<file path="config.mk">
export PLATFORM = sky130hd
export DESIGN_NAME = shwr_area_buffer
export DESIGN_NICKNAME = d
export VERILOG_FILES = /design/src/rtl/shwr_area_buffer.sv
export SDC_FILE = /design/constraint.sdc
export NUM_CORES = 1
export LEC_CHECK = 0
export CAP_MARGIN = 20
export CORE_ASPECT_RATIO = 0.5
export CORE_MARGIN = 2
export CORE_UTILIZATION = 44
export CTS_CLUSTER_SIZE = 25
export DETAILED_ROUTE_END_ITERATION = 7
export GPL_ROUTABILITY_DRIVEN = 1
export GPL_TIMING_DRIVEN = 0
export MAX_ROUTING_LAYER = met4
export PLACE_DENSITY = 0.65
export SLEW_MARGIN = 25
export SYNTH_ARGS = -nofsm -noshare
export SYNTH_HDL_FRONTEND = slang
export SYNTH_SLANG_ARGS = --single-unit
</file>
<file path="constraint.sdc">
create_clock -name CLK120 -period 3.6 [get_ports CLK120]
set_input_delay 0.72 -clock CLK120 [delete_from_list [all_inputs] [get_ports CLK120]]
set_output_delay 0.72 -clock CLK120 [all_outputs]
set_load 0.005 [all_outputs]
</file>
<file path="src/rtl/shwr_area_buffer.sv">
// Shower area result buffer: latches one result per trigger into a small FWFT FIFO.
// Define SHWR_AREA_BUF_TIMESTAMP_EN to store a 32-bit rise timestamp per entry.
`ifndef SHWR_AREA_BINS
`define SHWR_AREA_BINS 20
`endif
`ifndef SHWR_AREA_WIDTH
`define SHWR_AREA_WIDTH 19
`endif
`ifndef ADC_WIDTH
`define ADC_WIDTH 12
`endif
`ifndef SHWR_BASELINE_EXTRA_BITS
`define SHWR_BASELINE_EXTRA_BITS 2
`endif

module shwr_area_buffer #(
  parameter int unsigned DEPTH       = 4,
  parameter int unsigned AREA_BINS   = `SHWR_AREA_BINS,
  parameter int unsigned CAPTURE_LAT = 2
) (
  input  logic                                             CLK120,
  input  logic                                             RESET,
  input  logic                                             TRIGGERED,
  input  logic [`SHWR_AREA_WIDTH-1:0]                      INTEGRAL,
  input  logic [`ADC_WIDTH-1:0]                            PEAK,
  input  logic [`ADC_WIDTH+`SHWR_BASELINE_EXTRA_BITS-1:0]  BASELINE,
  input  logic                                             SATURATED,
  input  logic                                             BUF_RD,
  input  logic                                             BUF_CLR,
  output logic [`SHWR_AREA_WIDTH-1:0]                      BUF_INTEGRAL,
  output logic [`ADC_WIDTH-1:0]                            BUF_PEAK,
  output logic [`ADC_WIDTH+`SHWR_BASELINE_EXTRA_BITS-1:0]  BUF_BASELINE,
  output logic                                             BUF_SATURATED,
  output logic                                             BUF_SHORT,
  output logic [31:0]                                      BUF_TIME,
  output logic                                             BUF_VALID,
  output logic [$clog2(DEPTH):0]                           BUF_COUNT,
  output logic                                             OVERFLOW
);
  localparam int unsigned IW = `SHWR_AREA_WIDTH;
  localparam int unsigned PW = `ADC_WIDTH;
  localparam int unsigned BW = `ADC_WIDTH + `SHWR_BASELINE_EXTRA_BITS;
  localparam int unsigned EW = IW + PW + BW + 2;
  localparam int unsigned AW = $clog2(DEPTH);
  localparam int unsigned CW = $clog2(DEPTH) + 1;

  localparam logic [11:0] CntTarget = 12'(AREA_BINS + CAPTURE_LAT);

  localparam logic [1:0] StIdle   = 2'd0;
  localparam logic [1:0] StActive = 2'd1;
  localparam logic [1:0] StDone   = 2'd2;

  logic          trig_q;
  logic          rise, fall;
  logic [1:0]    state_q, state_d;
  logic [11:0]   cnt_q, cnt_d;
  logic [BW-1:0] base_q, base_d;
  logic          cap_wr, cap_short;
  logic [EW-1:0] wr_entry;

  logic [EW-1:0] mem [DEPTH];
  logic [AW-1:0] wr_ptr_q, wr_ptr_d, rd_ptr_q, rd_ptr_d;
  logic [CW-1:0] count_q, count_d;
  logic          ovf_q, ovf_d;
  logic [EW-1:0] head_q, head_d;
  logic          rd_en, wr_en, drop, head_new;

  assign rise = TRIGGERED & ~trig_q;
  assign fall = ~TRIGGERED & trig_q;

  always_comb begin
    state_d   = state_q;
    cnt_d     = cnt_q;
    base_d    = base_q;
    cap_wr    = 1'b0;
    cap_short = 1'b0;
    case (state_q)
      StIdle: begin
        if (rise) begin
          state_d = StActive;
          cnt_d   = '0;
          base_d  = BASELINE;
        end
      end
      StActive: begin
        if (cnt_q != '1) cnt_d = cnt_q + 12'd1;
        // A fall on the closing cycle still counts as a complete window.
        if (cnt_q == CntTarget) begin
          cap_wr  = 1'b1;
          state_d = fall ? StIdle : StDone;
        end else if (fall) begin
          cap_wr    = 1'b1;
          cap_short = 1'b1;
          state_d   = StIdle;
        end
      end
      StDone: begin
        if (fall) state_d = StIdle;
      end
      default: state_d = StIdle;
    endcase
  end

  assign wr_entry = {INTEGRAL, PEAK, base_q, SATURATED, cap_short};

  assign rd_en    = BUF_RD & (count_q != '0) & ~BUF_CLR;
  assign wr_en    = cap_wr & ~BUF_CLR & ((count_q != CW'(DEPTH)) | rd_en);
  assign drop     = cap_wr & ~BUF_CLR & (count_q == CW'(DEPTH)) & ~rd_en;
  // Entry being written lands directly at the new head (empty, or last entry popped).
  assign head_new = wr_en & (wr_ptr_q == rd_ptr_d);

  always_comb begin
    wr_ptr_d = wr_ptr_q;
    rd_ptr_d = rd_ptr_q;
    count_d  = count_q;
    ovf_d    = ovf_q;
    if (BUF_CLR) begin
      wr_ptr_d = '0;
      rd_ptr_d = '0;
      count_d  = '0;
      ovf_d    = 1'b0;
    end else begin
      if (rd_en) rd_ptr_d = rd_ptr_q + AW'(1);
      if (wr_en) wr_ptr_d = wr_ptr_q + AW'(1);
      if (wr_en && !rd_en) begin
        count_d = count_q + CW'(1);
      end else if (!wr_en && rd_en) begin
        count_d = count_q - CW'(1);
      end
      if (drop) ovf_d = 1'b1;
    end
  end

  always_comb begin
    head_d = head_q;
    if (count_d != '0) head_d = head_new ? wr_entry : mem[rd_ptr_d];
  end

  always_ff @(posedge CLK120) begin
    if (RESET) begin
      trig_q   <= 1'b0;
      state_q  <= StIdle;
      cnt_q    <= '0;
      base_q   <= '0;
      wr_ptr_q <= '0;
      rd_ptr_q <= '0;
      count_q  <= '0;
      ovf_q    <= 1'b0;
      head_q   <= '0;
    end else begin
      trig_q   <= TRIGGERED;
      state_q  <= state_d;
      cnt_q    <= cnt_d;
      base_q   <= base_d;
      wr_ptr_q <= wr_ptr_d;
      rd_ptr_q <= rd_ptr_d;
      count_q  <= count_d;
      ovf_q    <= ovf_d;
      head_q   <= head_d;
    end
  end

  always_ff @(posedge CLK120) begin
    if (wr_en) mem[wr_ptr_q] <= wr_entry;
  end

  assign {BUF_INTEGRAL, BUF_PEAK, BUF_BASELINE, BUF_SATURATED, BUF_SHORT} = head_q;
  assign BUF_VALID = (count_q != '0);
  assign BUF_COUNT = count_q;
  assign OVERFLOW  = ovf_q;

`ifdef SHWR_AREA_BUF_TIMESTAMP_EN
  logic [31:0] ts_q, ts_lat_q, head_time_q, head_time_d;
  logic [31:0] time_mem [DEPTH];

  always_comb begin
    head_time_d = head_time_q;
    if (count_d != '0) head_time_d = head_new ? ts_lat_q : time_mem[rd_ptr_d];
  end

  always_ff @(posedge CLK120) begin
    if (RESET) begin
      ts_q        <= '0;
      ts_lat_q    <= '0;
      head_time_q <= '0;
    end else begin
      ts_q        <= ts_q + 32'd1;
      if (state_q == StIdle && rise) ts_lat_q <= ts_q;
      head_time_q <= head_time_d;
    end
  end

  always_ff @(posedge CLK120) begin
    if (wr_en) time_mem[wr_ptr_q] <= ts_lat_q;
  end

  assign BUF_TIME = head_time_q;
`else
  assign BUF_TIME = '0;
`endif

endmodule

</file>
==> results of run 1 <==
[flip-flops by register name (all words and copies together) (netlist names)]
register   flops
mem          188
head_q        47
base_q        14
cnt_q         12
BUF_COUNT      3
rd_ptr_q       2
state_q        2
wr_ptr_q       2
OVERFLOW       1
trig_q         1
[layout make-up]
cell class,count,area (sq um),area share (%)
Buffer,138,742.0,5.120
Clock buffer,36,749.5,5.172
Clock inverter,10,62.56,0.4317
Inverter,8,30.03,0.2072
Multi-Input combinational cell,646,4050,27.95
Sequential cell,272,7327,50.57
Tap cell,352,440.4,3.039
Timing Repair Buffer,104,1089,7.512
[worst paths after layout]
kind,start,endpoint,slack [ns],depth (start not counted)
min,OVERFLOW,OVERFLOW,0.49,2
max reg2reg,BUF_COUNT[0],head_q[29],0.15,11
max,BUF_CLR,head_q[29],0.06,10
min reg2reg,OVERFLOW,OVERFLOW,0.49,2
[layout by cell type, fill, tap and decap left out, drive strengths merged, types with 7 or more instances in the layout]
cell             n
nor2            20
edfxtp         188
nor2b            8
inv             11
a211oi          55
clkbuf         117
a2111oi         48
nand2          133
or4             53
a31oi           48
ha               9
conb            32
o31ai            7
a311oi          48
dfxtp           84
xnor2            7
o21ai           53
clkinv           7
a21oi           73
buf             61
clkdlybuf4s50  100
[layer usage]
layer | track usage (%) | vias up | part of all wire (%)
li1 | - | 4295 | -
met1 | 33.35 | 4721 | 44
met2 | 38.03 | 504 | 46
met3 | 4.064 | 59 | 8.5
met4 | 7.351 | 0 | 2.0
met5 | - | - | 0
[power groups by stage]
stage	combinational, mW	sequential [mW]	clock [mW]
2_1_floorplan	0.256	3.50	0
3_3_place_gp	0.490	3.51	0
3_5_place_dp	0.504	3.51	0
4_1_cts	0.506	3.44	2.65
5_1_grt	0.555	3.45	2.77
6_report	0.515	3.44	2.64
[repair_timing]
item | 4_1_cts | 5_1_grt
hold buffers | 0 | 0
resized for setup | 2 | 45
setup endpoints to repair | 10 | 33
[cell families after synthesis]
| group | count (synthesis) | synth area share [%] |
|---|---|---|
| other | 1 | 0.03132 |
| adders and majority gates | 9 | 0.9407 |
| AOI/OAI and AO/OA | 341 | 20.00 |
| DFF | 272 | 61.20 |
| muxes | 1 | 0.08362 |
| buffers and inverters | 146 | 6.219 |
| and+or+nand+nor | 255 | 10.93 |
| xor gates and xnor gates | 8 | 0.5853 |
[worst reg2reg max path: cells and delay by family (launching register included)]
kind	cells	cell delay, ns
AO/OA/AOI/OAI	3	0.60
adder cells (fa/ha/maj)	1	0.25
AND/OR/NAND/NOR	2	0.69
buffers and inverters	5	1.36
flip-flops	1	0.45
[stage by stage]
stage	TNS (ns)	std cells	setup slack [ns]
floorplan	0	1064	0.4150
global placement	-161.72	1516	-0.8346
detailed placement	-15.19	1520	-0.4535
CTS	0	1566	0.06336
global route	-0.04888	1566	-0.02809
finish	0	1566	0.06488
==> impl_metrics.toml, run 1 <==
[floorplanning]
die_y_um = 120.6
coreArea_sq_um = 26590
die_w_um = 237.3
start_util_pct = 45.02
die_area_sq_um = 28620
rows = 42
ios = 135

[detailed_routing]
drc_errors = 0
routed_wl_mm = 34.60
ant_nets = 0
num_vias = 9579
firstDrtPassIters = 5
dr.first_iter.drc_count = 1157
avgRoutedWirePerCell_um = 22.09
routed_via_density = 6.117

[power_and_ir_drop]
p_int_mw = 5.098
p_sw_share_pct = 22.72
p_leak_nw = 4.662
p_sw_mw = 1.499
ir_drop_mv = 0.3060
cellPowerDensity_nw_per_um2 = 455.2
power_frac_seq_pct = 52.2
p_comb_share_pct = 7.8
pwr-share-clk_pct = 40.0
p_total_mw = 6.597

[clocking]
cts_tree = "done"
clkTransAtPathRegs_ns = 0.07
clk_latency_ns = 0.53
htree_levels = 1
post_cts_buffers = 0
clockBufferDepth = 3
cts.sinks = 272
cts_root_buffer = "clkbuf_16"
cts-buffers-inserted = 25

[finish]
drive_gt1_share_pct = 11.94
fillers = 2234
n_antenna_cell = 0
final_area_sq_um = 14490
utilization_pct = 54.49
nets = 1255
syn2layout_area_growth_pct = 21.04

[worst_hold_path]
hold_class = "flip-flop to flip-flop"

[synth]
synth_top_area_share_pct = 47.16
synth-async-reset-ratio_pct = 0
ys_ff_latch = 272
ys_seq_area_share_pct = 61.20
synth_flop_cell = "edfxtp_1"
synthTopCellsByCount = "188 x edfxtp_1, 133 x nand2_1, 84 x dfxtp_1, 83 x clkbuf_1, 73 x a21oi_1"
ys_warn_count = 0
synth_cells = 1033
avgSynthCellArea_sq_um = 11.59
synth.distinct_cells = 55
yosysMostFrequentCell = "edfxtp_1"
yosysTopAreaCell = "edfxtp_1"
synth-edff-count = 188
synth_area_sq_um = 11970
synthTopCellsByArea = "edfxtp_1 47%, dfxtp_1 14%, nand2_1 4.2%"

[sta]
finalCritPeriodShare_pct = 98.20
min_period_ns = 3.535
fmax_mhz = 282.9
skew_ns = 0.01132
finalHoldViolations = 0
setup_viol = 0
rsz0062_at_grt = "true"
maxSlewHeadroom_pct = 42.57
worst-slew-pin-transition_ns = 0.8614
drv_slew = 0
whs_ns = 0.4879

[grt]
overflow = 0
grt_pass1_vias = 9425
track_usage_pct = 24.50
grt_pass1_wl_mm = 52.81
grt_start_max_net_pins = 38
grt_antenna_before_repair = 0

[worst_setup_path]
arrival_ns = 3.97
crit_top_cell = "clkbuf_1"
crit_chain = "clkdlybuf4s50_1 -> buf_1 -> nor2b_1 -> clkbuf_1 -> clkbuf_1 -> nand2_1 -> o21ai_0 -> a31oi_1 -> or4_1 -> a311oi_1"
startpoint_type = "primary input"
path_buf_inv = 4
worstSetupPathType = "primary input to flip-flop"
required_ns = 4.03
critPathMaxFanout = 10
critPathSlowestCell = "clkbuf_1"
cpLargestDelayFamily = "buffers and inverters"
crit_path_end_kind = "flip-flop"
max_stage_delay_ns = 0.53

[place]
place.gp.congestion = 0.8996
dpl_cell_area_sq_um = 13630
dp_hpwl_mm = 21.87
port_buffers = 100

[run]
maxCapViolCount = 0

[run_status]
status = "finished, final reports clean"
Power figures use the tool's default switching activity.
==> run 2, diff against run 1 <==
--- a/config.mk
+++ b/config.mk
@@ -15,7 +15,7 @@
 export GPL_TIMING_DRIVEN = 0
 export MAX_ROUTING_LAYER = met4
 export PLACE_DENSITY = 0.65
-export SLEW_MARGIN = 25
+export SLEW_MARGIN = 30
 export SYNTH_ARGS = -nofsm -noshare
 export SYNTH_HDL_FRONTEND = slang
 export SYNTH_SLANG_ARGS = --single-unit
==> constraint.sdc (replaced) <==
create_clock -name CLK120 -period 3.5 [get_ports CLK120]
set_input_delay 0.7 -clock CLK120 [delete_from_list [all_inputs] [get_ports CLK120]]
set_output_delay 0.7 -clock CLK120 [all_outputs]
set_load 0.005 [all_outputs]
==> run 2 against run 1 <==
Compared with the run above: register-to-register slack got worse by 0.02 ns; combinational power grew 4%; core utilization is 0.16 points higher; global-route usage about the same; non-clock buffer count is the same; clock power rose by 2%; count of clock-buffer cells in the layout is the same; critical endpoint unchanged.
==> impl_metrics.toml, run 2 (same netlist as run 1, synthesis figures left out) <==
[place]
dp_hpwl_mm = 21.87
place.gp.congestion = 0.8996
port_buffers = 100

[grt]
track_usage_pct = 24.52
grt_start_max_net_pins = 38
overflow = 0
grt_pass1_vias = 9403
grt_antenna_before_repair = 0
grt_pass1_wl_mm = 52.85

[worst_setup_path]
critPathMaxFanout = 10
required_ns = 3.93
crit_chain = "clkdlybuf4s50_1 -> buf_1 -> nor2_1 -> clkbuf_1 -> buf_1 -> a211oi_1 -> or4_1 -> a311oi_1"
max_stage_delay_ns = 0.56
worstSetupPathType = "primary input to flip-flop"
crit_top_cell = "buf_1"
critPathSlowestCell = "or4_1"
crit_path_end_kind = "flip-flop"
arrival_ns = 3.84
startpoint_type = "primary input"

[power_and_ir_drop]
cellPowerDensity_nw_per_um2 = 466.5
p_sw_share_pct = 22.61
p_leak_nw = 4.698
p_comb_share_pct = 7.9
power_frac_seq_pct = 52.2
pwr-share-clk_pct = 39.9
ir_drop_mv = 0.3152
p_int_mw = 5.246
p_sw_mw = 1.533

[detailed_routing]
avgRoutedWirePerCell_um = 22.15
wl_met2_mm = 15.93
ant_nets = 0
dr_wl_met3_mm = 2.899
firstDrtPassIters = 5
maxUsedRoutingLayer = "met4"
routed_via_density = 6.034
num_vias = 9450
routed_wl_mm = 34.68
met1_length_mm = 15.19
drc_errors = 0
dr.first_iter.drc_count = 1050

[finish]
final_cell_mix = "188 x edfxtp_1, 133 x nand2_1, 100 x clkdlybuf4s50_1, 84 x dfxtp_1, 72 x a21oi_1"
fillers = 2232
utilization_pct = 54.65
regArea_sq_um = 7327
syn2layout_area_growth_pct = 21.39
n_antenna_cell = 0
regMostFlops = "mem"
drive_gt1_share_pct = 13.10
final_common_cell = "edfxtp_1"
largest_reg_flops = 188
largestRegisters = "mem (188), head_q (47), base_q (14)"
multi_input_area_sq_um = 4078
nets = 1255

[sta]
worst-slew-pin-transition_ns = 0.8704
skew_ns = 0.01030
finalCritPeriodShare_pct = 97.49
maxSlewHeadroom_pct = 41.98
finalHoldViolations = 0
min_period_ns = 3.412
drv_slew = 0
whs_ns = 0.4853
setup_viol = 0
rsz0062_at_grt = "true"
fmax_mhz = 293.1

[worst_hold_path]
hold_class = "flip-flop to flip-flop"

[floorplanning]
die_y_um = 120.6
coreArea_sq_um = 26590
die_w_um = 237.3
ios = 135
rows = 42
die_area_sq_um = 28620
start_util_pct = 45.02

[clocking]
cts.sinks = 272
clkTransAtPathRegs_ns = 0.07
cts_tree = "done"
cts_root_buffer = "clkbuf_16"
clockBufferDepth = 3
cts-buffers-inserted = 25
clk_latency_ns = 0.53
htree_levels = 1

[run]
maxCapViolCount = 0

[run_status]
status = "finished, final reports clean"
[run 2: area by class of cell]
cell class	instances	area share (%)
Multi-Input combinational cell	646	28.06
Sequential cell	272	50.42
Inverter	8	0.2066
Tap cell	352	3.031
Clock inverter	10	0.4305
Timing Repair Buffer	104	7.490
Buffer	138	5.209
Clock buffer	36	5.157
[run 2: power by group through the flow]
stage,Clock [mW],Combinational [mW],Sequential [mW]
floorplan,0,0.264,3.60
global placement,0,0.504,3.61
detailed placement,0,0.518,3.61
CTS,2.72,0.521,3.54
global route,2.85,0.576,3.55
finish,2.70,0.535,3.54
[run 2: metrics by stage]
| step | instances | TNS (ns) | setup slack (ns) | total power [mW] | area, sq um |
|---|---|---|---|---|---|
| after floorplan | 1064 | 0 | 0.3150 | 3.862 | 12090 |
| final | 1566 | 0 | 0.08802 | 6.779 | 14530 |
| after global routing | 1566 | -0.1194 | -0.03343 | 6.970 | 14530 |
| after CTS | 1566 | 0 | 0.009853 | 6.787 | 14450 |
| after global placement | 1516 | -180.52 | -0.9146 | 4.113 | 13530 |
| after detailed placement | 1520 | -18.95 | -0.5335 | 4.128 | 13630 |
[run 2: path summary, 6_finish.rpt]
path,start,to,slack (ns),depth (start not counted)
worst min-delay path,OVERFLOW,OVERFLOW,0.49,2
worst max register to register,cnt_q[0],head_q[40],0.13,10
worst max-delay path,BUF_CLR,head_q[29],0.09,8
worst min register to register,OVERFLOW,OVERFLOW,0.49,2
[run 2: repair_timing]
action                     4_1_cts  5_1_grt
setup endpoints to repair       10       41
hold buffers                     0        0
buffers inserted                 0        0
resized for setup                5       71
[run 2: critical path, delay by kind of cell]
family | cells | cell delay (ns)
simple gates | 2 | 0.83
compound gates | 2 | 0.45
buf+inv | 4 | 1.85
[run 2: layer usage]
metal | vias up | track usage (%)
met1 | 4604 | 33.68
li1 | 4283 | -
met2 | 508 | 37.96
met3 | 55 | 3.836
met4 | 0 | 7.193
met5 | - | -
==> run 3, diff against run 2 <==
--- a/config.mk
+++ b/config.mk
@@ -6,7 +6,7 @@
 export NUM_CORES = 1
 export LEC_CHECK = 0
 export CAP_MARGIN = 20
-export CORE_ASPECT_RATIO = 0.5
+export CORE_ASPECT_RATIO = 1.1
 export CORE_MARGIN = 2
 export CORE_UTILIZATION = 44
 export CTS_CLUSTER_SIZE = 25
==> constraint.sdc (replaced) <==
create_clock -name CLK120 -period 3.5 [get_ports CLK120]
set_input_delay 0.875 -clock CLK120 [delete_from_list [all_inputs] [get_ports CLK120]]
set_output_delay 0.875 -clock CLK120 [all_outputs]
set_load 0.005 [all_outputs]
==> run 3 against run 2 <==
Compared with the run above: via count decreased by 0.57%; register-to-register slack better by 0.02 ns; sequential power about the same; combinational power fell by 1%; critical path depth rose by 3; largest cell class unchanged.
==> impl_metrics.toml, run 3 (same netlist as run 1, synthesis figures left out) <==
[finish]
drive_gt1_share_pct = 13.33
syn2layout_area_growth_pct = 22.26
regMostFlops = "mem"
largest_reg_flops = 188
final_common_cell = "edfxtp_1"
utilization_pct = 54.45
final_cell_mix = "188 x edfxtp_1, 133 x nand2_1, 100 x clkdlybuf4s50_1, 84 x dfxtp_1, 72 x a21oi_1"
n_antenna_cell = 0
largestRegisters = "mem (188), head_q (47), base_q (14)"
nets = 1261

[power_and_ir_drop]
p_total_mw = 7.000
ir_drop_mv = 0.3228
p_leak_nw = 4.732
cellPowerDensity_nw_per_um2 = 478.3

[sta]
skew_ns = 0.01069
maxSlewHeadroom_pct = 48.81
setup_viol = 0
finalCritPeriodShare_pct = 95.60
fmax_mhz = 298.9
min_period_ns = 3.346
whs_ns = 0.4964
worst-slew-pin-transition_ns = 0.7678
drv_slew = 0
finalHoldViolations = 0
fin_setup_tns_ns = 0

[grt]
grt_antenna_before_repair = 0
track_usage_pct = 23.28
overflow = 0
grt_pass1_wl_mm = 50.34
grt_pass1_vias = 9028
grt_start_max_net_pins = 41

[clocking]
clockBufferDepth = 3
clkTransAtPathRegs_ns = 0.06
cts_tree = "done"
clk_latency_ns = 0.54
cts_root_buffer = "clkbuf_16"
cts-buffers-inserted = 28
hold_buffers = 0
htree_levels = 1
cts.sinks = 272

[floorplanning]
coreArea_sq_um = 26880
start_util_pct = 44.54
die_w_um = 161.3
ios = 135
rows = 63
die_area_sq_um = 28540
die_y_um = 177

[detailed_routing]
routed_wl_mm = 32.96
num_vias = 9396
dr.first_iter.drc_count = 854
ant_nets = 0
drc_errors = 0
firstDrtPassIters = 5
routed_via_density = 5.947
avgRoutedWirePerCell_um = 20.86

[worst_setup_path]
critPathMaxFanout = 10
r2r_cells = 11
startpoint_type = "flip-flop"
cpLargestDelayFamily = "buffers and inverters"
arrival_ns = 3.80
ff2ff_setup_slack_ns = 0.15
max_stage_delay_ns = 0.56
reg2reg_from = "BUF_COUNT[0]"
path_buf_inv = 5
crit_path_end_kind = "flip-flop"
required_ns = 3.95
r2r_end = "head_q[28]"
worstSetupPathType = "flip-flop to flip-flop"
critPathSlowestCell = "or4_1"
crit_chain = "inv_1 -> ha_1 -> nor2b_1 -> buf_4 -> inv_2 -> a21o_1 -> clkbuf_1 -> clkbuf_2 -> a211oi_1 -> or4_1 -> a311oi_1"
startpoint = "BUF_COUNT[0]"

[place]
place.gp.congestion = 0.9169
dp_hpwl_mm = 20.71
port_buffers = 100

[worst_hold_path]
hold_end = "cnt_q[8]"
hold_class = "flip-flop to flip-flop"
hp-start = "cnt_q[8]"
worstHoldPathCells = 2

[run]
maxCapViolCount = 0

[run_status]
status = "finished, final reports clean"
[run 3: cell count changes in the layout (fill, tap and decap cells not counted), sizes merged]
| cell | previous run | this run |
|---|---|---|
| clkinvlp | 0 | 5 |
| clkinv | 7 | 10 |
| bufinv | 0 | 2 |
| inv | 11 | 10 |
[run 3: what timing repair did]
item                                    in CTS  in global routing
pin swaps                                    0                  2
gates resized for setup                     23                 33
endpoints found under the setup margin      34                 41
buffers inserted                             0                  4
endpoints found under the hold margin        0                  0
[run 3: cell type report]
type                    count  area [sq um]
fillers                  2292         12240
flip-flops and latches    272          7327
multi-input cells         646          4058
repair buffers            108          1119
plain buffers             137         755.7
clock buffers              33         740.7
well taps                 357         446.7
clock inverters            19         160.2
inverters                   8         30.03
[run 3: tightest hold or removal path, delay by kind of cell, from the launching register on]
kind | cells | cell delay [ns]
AOI/OAI and AO/OA | 2 | 0.12
DFF | 1 | 0.33
[run 3: per-layer routing]
layer	vias to the layer above	wire length, um	global-route usage [%]	part of all wire, %
met3	72	2813	3.421	8.5
met2	474	15740	37.80	48
met5	-	0	-	0
met4	0	786	7.738	2.4
met1	4537	13610	30.23	41
li1	4313	-	-	-
[run 3: power by group]
| part | internal (mW) | switching, mW | leakage [nW] | total, mW |
|---|---|---|---|---|
| Sequential | 3.49 | 0.0497 | 2.38 | 3.54 |
| Clock | 1.67 | 1.26 | 0.423 | 2.93 |
| Combinational | 0.253 | 0.274 | 1.92 | 0.527 |
| Total | 5.41 | 1.59 | 4.73 | 7.00 |
[run 3: worst max path at each step]
| stage | endpoint | slack (ns) | cells past startpoint |
|---|---|---|---|
| after floorplan | mem[1][0] | 0.31 | 6 |
| after global placement | mem[3][34] | -1.06 | 5 |
| after detailed placement | head_q[33] | -0.80 | 9 |
| after CTS | head_q[33] | 0.0003 | 10 |
| after global routing | head_q[0] | -0.03 | 10 |
| final | head_q[28] | 0.15 | 11 |
[run 3: stage by stage]
stage / instance area, sq um / instances / worst slack [ns]
after floorplan: 12090 / 1064 / 0.3150
after global placement: 13540 / 1521 / -1.059
after detailed placement: 13630 / 1525 / -0.8047
after CTS: 14570 / 1576 / 0.0003384
after global routing: 14640 / 1580 / -0.03121
final: 14640 / 1580 / 0.1540
